--- config.mk ---
export PLATFORM = sky130hd
export DESIGN_NAME = siso_frame_ctrl_flat
export DESIGN_NICKNAME = d
export VERILOG_FILES = /design/src/rtl/siso_frame_ctrl_pkg.sv /design/src/rtl/siso_frame_ctrl_if.sv /design/src/rtl/siso_frame_ctrl_bit_counter.sv /design/src/rtl/siso_frame_ctrl.sv /design/src/flat_wrapper.sv
export SDC_FILE = /design/constraint.sdc
export NUM_CORES = 1
export LEC_CHECK = 0
export BUFFER_PORTS_ARGS = -buffer_cell sky130_fd_sc_hd__buf_2
export CAP_MARGIN = 10
export CORE_ASPECT_RATIO = 0.6
export CORE_MARGIN = 5
export CORE_UTILIZATION = 56
export CTS_CLUSTER_SIZE = 25
export DETAILED_ROUTE_END_ITERATION = 8
export PLACE_DENSITY = 0.76
export SKIP_CTS_REPAIR_TIMING = 1
export SLEW_MARGIN = 20
export SYNTH_ARGS = -nofsm -noshare
export SYNTH_HDL_FRONTEND = slang
export SYNTH_SLANG_ARGS = --single-unit
--- constraint.sdc ---
create_clock -name clk -period 3.38 [get_ports clk]
set_clock_uncertainty 0.2 [all_clocks]
set_input_delay 1.014 -clock clk [delete_from_list [all_inputs] [get_ports clk]]
set_output_delay 1.014 -clock clk [all_outputs]
set_load 0.05 [all_outputs]
--- src/rtl/siso_frame_ctrl_pkg.sv ---
// Shared types and constants for the SISO frame controller.
// The bench imports the same state encoding to probe the FSM.
package siso_frame_ctrl_pkg;

  typedef enum logic [1:0] {
    IDLE  = 2'd0,
    SHIFT = 2'd1,
    DONE  = 2'd2
  } state_e;

  // Counter must reach WIDTH+DEPTH without wrapping.
  function automatic int unsigned cnt_bits(input int unsigned w, input int unsigned d);
    return $clog2(w + d + 1);
  endfunction

endpackage

--- src/rtl/siso_frame_ctrl_if.sv ---
// Producer/consumer handshakes plus the serial link to the SISO chain.
interface siso_frame_ctrl_if #(
  parameter int unsigned WIDTH = 8
);
  logic             in_valid;
  logic [WIDTH-1:0] in_data;
  logic             in_ready;
  logic             shift_en;
  logic             ser_out;
  logic             ser_in;
  logic             out_valid;
  logic             out_ready;
  logic [WIDTH-1:0] out_data;
  logic             out_match;

  modport slave (
    input  in_valid, in_data, ser_in, out_ready,
    output in_ready, shift_en, ser_out, out_valid, out_data, out_match
  );

  modport master (
    output in_valid, in_data, ser_in, out_ready,
    input  in_ready, shift_en, ser_out, out_valid, out_data, out_match
  );
endinterface

--- src/rtl/siso_frame_ctrl_bit_counter.sv ---
// Frame bit counter: sync clear, enable, terminal flag at TERM.
module siso_bit_counter #(
  parameter int unsigned TERM = 11,
  parameter int unsigned CW   = 4
) (
  input  logic          clk,
  input  logic          reset,
  input  logic          clr,
  input  logic          en,
  output logic [CW-1:0] cnt,
  output logic          term_c
);

  logic [CW-1:0] cnt_q, cnt_d;

  always_comb begin
    cnt_d = cnt_q;
    if (clr)     cnt_d = '0;
    else if (en) cnt_d = cnt_q + CW'(1);
  end

  always_ff @(posedge clk or posedge reset) begin
    if (reset) cnt_q <= '0;
    else       cnt_q <= cnt_d;
  end

  assign cnt    = cnt_q;
  assign term_c = (cnt_q == CW'(TERM));

endmodule

--- src/rtl/siso_frame_ctrl.sv ---
// Serializes a word MSB-first into an external SISO chain, flushes it,
// recaptures the word from the chain output and flags whether it matches.
module siso_frame_ctrl
  import siso_frame_ctrl_pkg::*;
#(
  parameter int unsigned WIDTH = 8,
  parameter int unsigned DEPTH = 4
) (
  input  logic               clk,
  input  logic               reset,
  siso_frame_ctrl_if.slave   bus
);

  localparam int unsigned TERM = WIDTH + DEPTH - 1;
  localparam int unsigned CW   = cnt_bits(WIDTH, DEPTH);

  state_e state_q, state_d;

  logic [WIDTH-1:0] tx_q, tx_d;
  logic [WIDTH-1:0] gold_q, gold_d;
  logic [WIDTH-1:0] rx_q, rx_d;
  logic [WIDTH-1:0] out_data_q, out_data_d;
  logic             out_match_q, out_match_d;
  logic             in_ready_q, in_ready_d;
  logic             shift_en_q, shift_en_d;
  logic             ser_out_q, ser_out_d;
  logic             out_valid_q, out_valid_d;

  logic [CW-1:0]    cnt;
  logic             term_c;
  logic             accept_c;
  logic             capture_c;

  assign accept_c  = (state_q == IDLE) && bus.in_valid;
  // Chain output only carries this frame's bits after DEPTH shifts.
  assign capture_c = (cnt >= CW'(DEPTH));

  siso_bit_counter #(
    .TERM (TERM),
    .CW   (CW)
  ) u_cnt (
    .clk    (clk),
    .reset  (reset),
    .clr    (accept_c),
    .en     (state_q == SHIFT),
    .cnt    (cnt),
    .term_c (term_c)
  );

  always_ff @(posedge clk or posedge reset) begin
    if (reset) state_q <= IDLE;
    else       state_q <= state_d;
  end

  always_comb begin
    state_d = state_q;
    case (state_q)
      IDLE:    if (accept_c)      state_d = SHIFT;
      SHIFT:   if (term_c)        state_d = DONE;
      DONE:    if (bus.out_ready) state_d = IDLE;
      default:                    state_d = IDLE;
    endcase
  end

  // Outputs are registered one cycle ahead from the next state.
  always_comb begin
    tx_d        = tx_q;
    gold_d      = gold_q;
    rx_d        = rx_q;
    out_data_d  = out_data_q;
    out_match_d = out_match_q;
    ser_out_d   = 1'b0;
    in_ready_d  = (state_d == IDLE);
    shift_en_d  = (state_d == SHIFT);
    out_valid_d = (state_d == DONE);
    case (state_q)
      IDLE: begin
        if (accept_c) begin
          tx_d      = bus.in_data << 1;
          gold_d    = bus.in_data;
          rx_d      = '0;
          ser_out_d = bus.in_data[WIDTH-1];
        end
      end
      SHIFT: begin
        // tx empties to zero after WIDTH shifts, giving the flush bits.
        tx_d      = tx_q << 1;
        ser_out_d = tx_q[WIDTH-1];
        if (capture_c) rx_d = WIDTH'({rx_q, bus.ser_in});
        if (term_c) begin
          out_data_d  = rx_d;
          out_match_d = (rx_d == gold_q);
        end
      end
      default: ;
    endcase
  end

  always_ff @(posedge clk or posedge reset) begin
    if (reset) begin
      tx_q        <= '0;
      gold_q      <= '0;
      rx_q        <= '0;
      out_data_q  <= '0;
      out_match_q <= 1'b0;
      in_ready_q  <= 1'b1;
      shift_en_q  <= 1'b0;
      ser_out_q   <= 1'b0;
      out_valid_q <= 1'b0;
    end else begin
      tx_q        <= tx_d;
      gold_q      <= gold_d;
      rx_q        <= rx_d;
      out_data_q  <= out_data_d;
      out_match_q <= out_match_d;
      in_ready_q  <= in_ready_d;
      shift_en_q  <= shift_en_d;
      ser_out_q   <= ser_out_d;
      out_valid_q <= out_valid_d;
    end
  end

  assign bus.in_ready  = in_ready_q;
  assign bus.shift_en  = shift_en_q;
  assign bus.ser_out   = ser_out_q;
  assign bus.out_valid = out_valid_q;
  assign bus.out_data  = out_data_q;
  assign bus.out_match = out_match_q;

endmodule

--- src/flat_wrapper.sv ---
// flat-port wrapper written by rule: the top's interface ports become plain ports
module siso_frame_ctrl_flat import siso_frame_ctrl_pkg::*;
#(
  parameter int unsigned WIDTH = 8,
  parameter int unsigned DEPTH = 4
)
  (clk, reset, bus_in_valid, bus_in_data, bus_ser_in, bus_out_ready, bus_in_ready, bus_shift_en, bus_ser_out, bus_out_valid, bus_out_data, bus_out_match);
  siso_frame_ctrl_if #(.WIDTH(WIDTH)) bus_i ();
  input  logic clk;
  input  logic reset;
  input wire logic [$bits(bus_i.in_valid)-1:0] bus_in_valid;
  input wire logic [$bits(bus_i.in_data)-1:0] bus_in_data;
  input wire logic [$bits(bus_i.ser_in)-1:0] bus_ser_in;
  input wire logic [$bits(bus_i.out_ready)-1:0] bus_out_ready;
  output wire logic [$bits(bus_i.in_ready)-1:0] bus_in_ready;
  output wire logic [$bits(bus_i.shift_en)-1:0] bus_shift_en;
  output wire logic [$bits(bus_i.ser_out)-1:0] bus_ser_out;
  output wire logic [$bits(bus_i.out_valid)-1:0] bus_out_valid;
  output wire logic [$bits(bus_i.out_data)-1:0] bus_out_data;
  output wire logic [$bits(bus_i.out_match)-1:0] bus_out_match;
  assign bus_i.in_valid = bus_in_valid;
  assign bus_i.in_data = bus_in_data;
  assign bus_i.ser_in = bus_ser_in;
  assign bus_i.out_ready = bus_out_ready;
  assign bus_in_ready = bus_i.in_ready;
  assign bus_shift_en = bus_i.shift_en;
  assign bus_ser_out = bus_i.ser_out;
  assign bus_out_valid = bus_i.out_valid;
  assign bus_out_data = bus_i.out_data;
  assign bus_out_match = bus_i.out_match;
  siso_frame_ctrl #(.WIDTH(WIDTH), .DEPTH(DEPTH)) u_core (.clk(clk), .reset(reset), .bus(bus_i));
endmodule
==> out/qor.csv <==
stage;metric;value;unit
floorplanning;die_area;4680;µm²
worst_setup_path;crit_buf_inv;1;
clock_tree;htreeDepth;2;
timing;holdWs;0.271;ns
cells_and_area;num-fill-cells;270;
global_route;grt_max_degree;43;
route;ant_nets;0;
worst_setup_path;critPathMaxStageDelay;0.51;ns
global_route;grt_pass1_vias;1436;
route;avgViaCountPerCell;5.48;
timing;finalCriticalPeriod;2.26;ns
floorplanning;core;3260;µm²
power_and_ir_drop;peakVddDrop;0.564;mV
clock_tree;root_buffer;clkbuf_8;
cells_and_area;stdcell_area;2140;µm²
logic_synthesis;yosysWarnings;0;
route;drt_iter0_drc;90;
timing;worst-slew-pin-transition;0.538;ns
route;remaining_drc_errors;0;
global_route;antenna_found_initial;0;
place;gp_congestion;1.01;
clock_tree;cts_buffers;5;
cells_and_area;final_nets;227;
timing;slew_headroom;64.1;%
logic_synthesis;synth_nets;201;
clock_tree;clkLatencyLatePin;0.29;ns
floorplanning;die_y;55.1;µm
timing;fin_crit_sh;67.0;%
worst_setup_path;cp-start-kind;flop;
timing;setup_viol;0;
floorplanning;rows;16;
min_path;hp-class;flop to flop;
logic_synthesis;synth.avg_cell_area;10.1;µm²
cells_and_area;drive_above_1_share;20.6;%
timing;hold_violations;0;
logic_synthesis;yosysTopAreaCell;dfrtp_1;
floorplanning;start_util;58.1;%
logic_synthesis;synth_edf_count;0;
place;portBuffers;25;
timing;rsz0062_at_grt;false;
outcome;outcome;completed;
worst_setup_path;worstSetupPathType;flop to output port;
worst_setup_path;critical-path-top-delay-family;flip-flops;
power_and_ir_drop;p_switching;0.995;mW
power_and_ir_drop;p_seq_share;40.3;%
place;postPlaceCellArea;2050;µm²
route;firstDrtPassIters;4;
logic_synthesis;syn-cell-area;1890;µm²
timing;max_freq;442;MHz
floorplanning;dieWidth;85.1;µm
place;dpl.hpwl;2690;µm
cells_and_area;n_antenna_cell;0;
logic_synthesis;synthArstFlopShare;100;%
logic_synthesis;ys_types;37;
power_and_ir_drop;internal_power;1.22;mW
power_and_ir_drop;swShare;44.9;%
route;wl_per_cell;14.2;µm
floorplanning;pin_count;26;
route;vias;1420;
logic_synthesis;syn_inst;187;
power_and_ir_drop;pwr-share-comb;44.6;%
power_and_ir_drop;pwr-share-clk;15.1;%
worst_setup_path;cpMaxStageDelayCell;dfstp_2;
cells_and_area;syn_to_final_growth;13.1;%
logic_synthesis;yosys.area.top_type_share;54.2;%
global_route;grt_pass1_wl;6620;µm
worst_setup_path;crit_arrival;1.05;ns
global_route;grt_usage;18.2;%
worst_setup_path;worstSetupEndpointType;output port;
clock_tree;cts.path.max_buffers;2;
logic_synthesis;yosys_register_bits;42;
clock_tree;cts.sinks;42;
worst_setup_path;cp_max_fo;1;
route;wl;3670;µm
timing;drv_slew;0;
power_and_ir_drop;powerDensity;1030;nW/µm²
logic_synthesis;yosys-top-cells-area;dfrtp_1 54%, nand2_1 7.9%, a22o_1 4.6%;
job;maxCapViolations;0;
worst_setup_path;cp_cell_sequence;buf_2;
logic_synthesis;synth_ff_type;dfrtp_1;
power_and_ir_drop;p_leak;1.06;nW
timing;fin_setup_tns;0;ns
clock_tree;clkTransAtPathRegs;0.08;ns
clock_tree;cts_tree;done;
logic_synthesis;synth_seq_area_share;55.5;%
global_route;globalRoute.totalOverflow;0;
worst_setup_path;worstPathRequired;2.17;ns
==> worst min-delay path, cell delays in order (launching register included) <==
cell and delay (ns):
dfrtp_1 0.35, nand2_1 0.05, nand2_1 0.05
==> cells in the final DEF (no fill, tap or decap), types with 2 or more instances in the layout <==
cell type and n:
nor2_1 14, mux2i_1 7, a211oi_1 2, buf_2 25
a21oi_1 9, a22o_1 10, a21o_1 3, and2_1 2
a22oi_1 7, o21ai_0 8, xnor2_1 3, xor2_1 3
nor2_2 3, clkbuf_8 6, buf_4 3, dfrtp_1 41
nand2_1 40, inv_1 8
==> cell type report <==
| cell class | count | area, µm² | share of cell area (%) |
|---|---|---|---|
| Multi-Input combinational cell | 128 | 766 | 35.7 |
| Sequential cell | 42 | 1050 | 49.1 |
| Inverter | 8 | 30.0 | 1.40 |
| Clock buffer | 7 | 86.3 | 4.03 |
| Timing Repair Buffer | 28 | 148 | 6.89 |
| Tap cell | 45 | 56.3 | 2.63 |
| Clock inverter | 1 | 5.00 | 0.234 |
==> power by group through the flow <==
stage	clock network, mW	logic (mW)	registers (mW)
6_report	0.333	0.988	0.892
5_1_grt	0.360	1.10	0.923
4_1_cts	0.338	0.997	0.891
3_5_place_dp	0	0.992	0.900
3_3_place_gp	0	0.964	0.889
2_1_floorplan	0	0.581	1.09
==> synth_stat cells (2+ instances only) <==
cell type / number
a211oi_1: 2
a21o_1: 3
a21oi_1: 9
a22o_1: 10
a22oi_1: 7
and2_1: 2
buf_2: 4
clkbuf_1: 3
dfrtp_1: 41
inv_1: 8
mux2i_1: 7
nand2_1: 40
nor2_1: 14
nor2_2: 3
o21ai_0: 8
xnor2_1: 3
xor2_1: 3
==> stage by stage <==
step           power [mW]  worst slack [ns]  std cells  utilization (%)
2_1_floorplan        1.67              1.19        187                -
3_3_place_gp         1.85              1.14        251             62.9
3_5_place_dp         1.89              1.04        251             62.9
4_1_cts              2.23              1.11        259             65.7
5_1_grt              2.38              1.08        259             65.7
6_report             2.21              1.12        259             65.7
==> final timing paths <==
kind	startpoint	endpoint	slack, ns	cells after the start
setup reg to reg	u_core.state_q[1]$_DFF_PP0_	u_core.bus.out_data[7]$_DFFE_PP0P_	1.37	5
hold / removal	u_core.tx_q[3]$_DFFE_PP0P_	u_core.tx_q[3]$_DFFE_PP0P_	0.27	2
min in group asynchronous	reset	u_core.rx_q[6]$_DFFE_PP0P_	0.64	3
setup / recovery	u_core.bus.in_ready$_DFF_PP1_	bus_in_ready	1.12	1
hold reg to reg	u_core.tx_q[3]$_DFFE_PP0P_	u_core.tx_q[3]$_DFFE_PP0P_	0.27	2
max in group asynchronous	reset	u_core.bus.in_ready$_DFF_PP1_	1.98	3
==> registers in the layout, indices dropped and copies added, names as in the netlist <==
| signal | count |
|---|---|
| u_core.rx_q | 8 |
| u_core.bus.shift_en | 1 |
| u_core.bus.ser_out | 1 |
| u_core.gold_q | 8 |
| u_core.state_q | 2 |
| u_core.tx_q | 7 |
| u_core.bus.out_match | 1 |
| u_core.u_cnt.cnt | 4 |
| u_core.bus.in_ready | 1 |
| u_core.bus.out_valid | 1 |
| u_core.bus.out_data | 8 |
==> layer usage <==
layer / track usage, % / vias to the layer above / part of all wire, %
met2: 29.9 / 25 / 45
met1: 24.4 / 697 / 50
met3: 5.47 / 2 / 4.5
met4: 3.68 / 0 / 0.27
li1: - / 696 / -
met5: 0 / - / 0
==> kinds of logic after synthesis <==
| kind of cell | Yosys count | synth area share [%] |
|---|---|---|
| AO/OA/AOI/OAI | 45 | 17.2 |
| XOR/XNOR | 6 | 2.77 |
| adder cells (fa/ha/maj) | 1 | 0.660 |
| buffers and inverters | 17 | 4.03 |
| flip-flops | 42 | 55.5 |
| multiplexers | 7 | 3.70 |
| AND/OR/NAND/NOR | 69 | 16.1 |
Power figures use the tool's default switching activity.
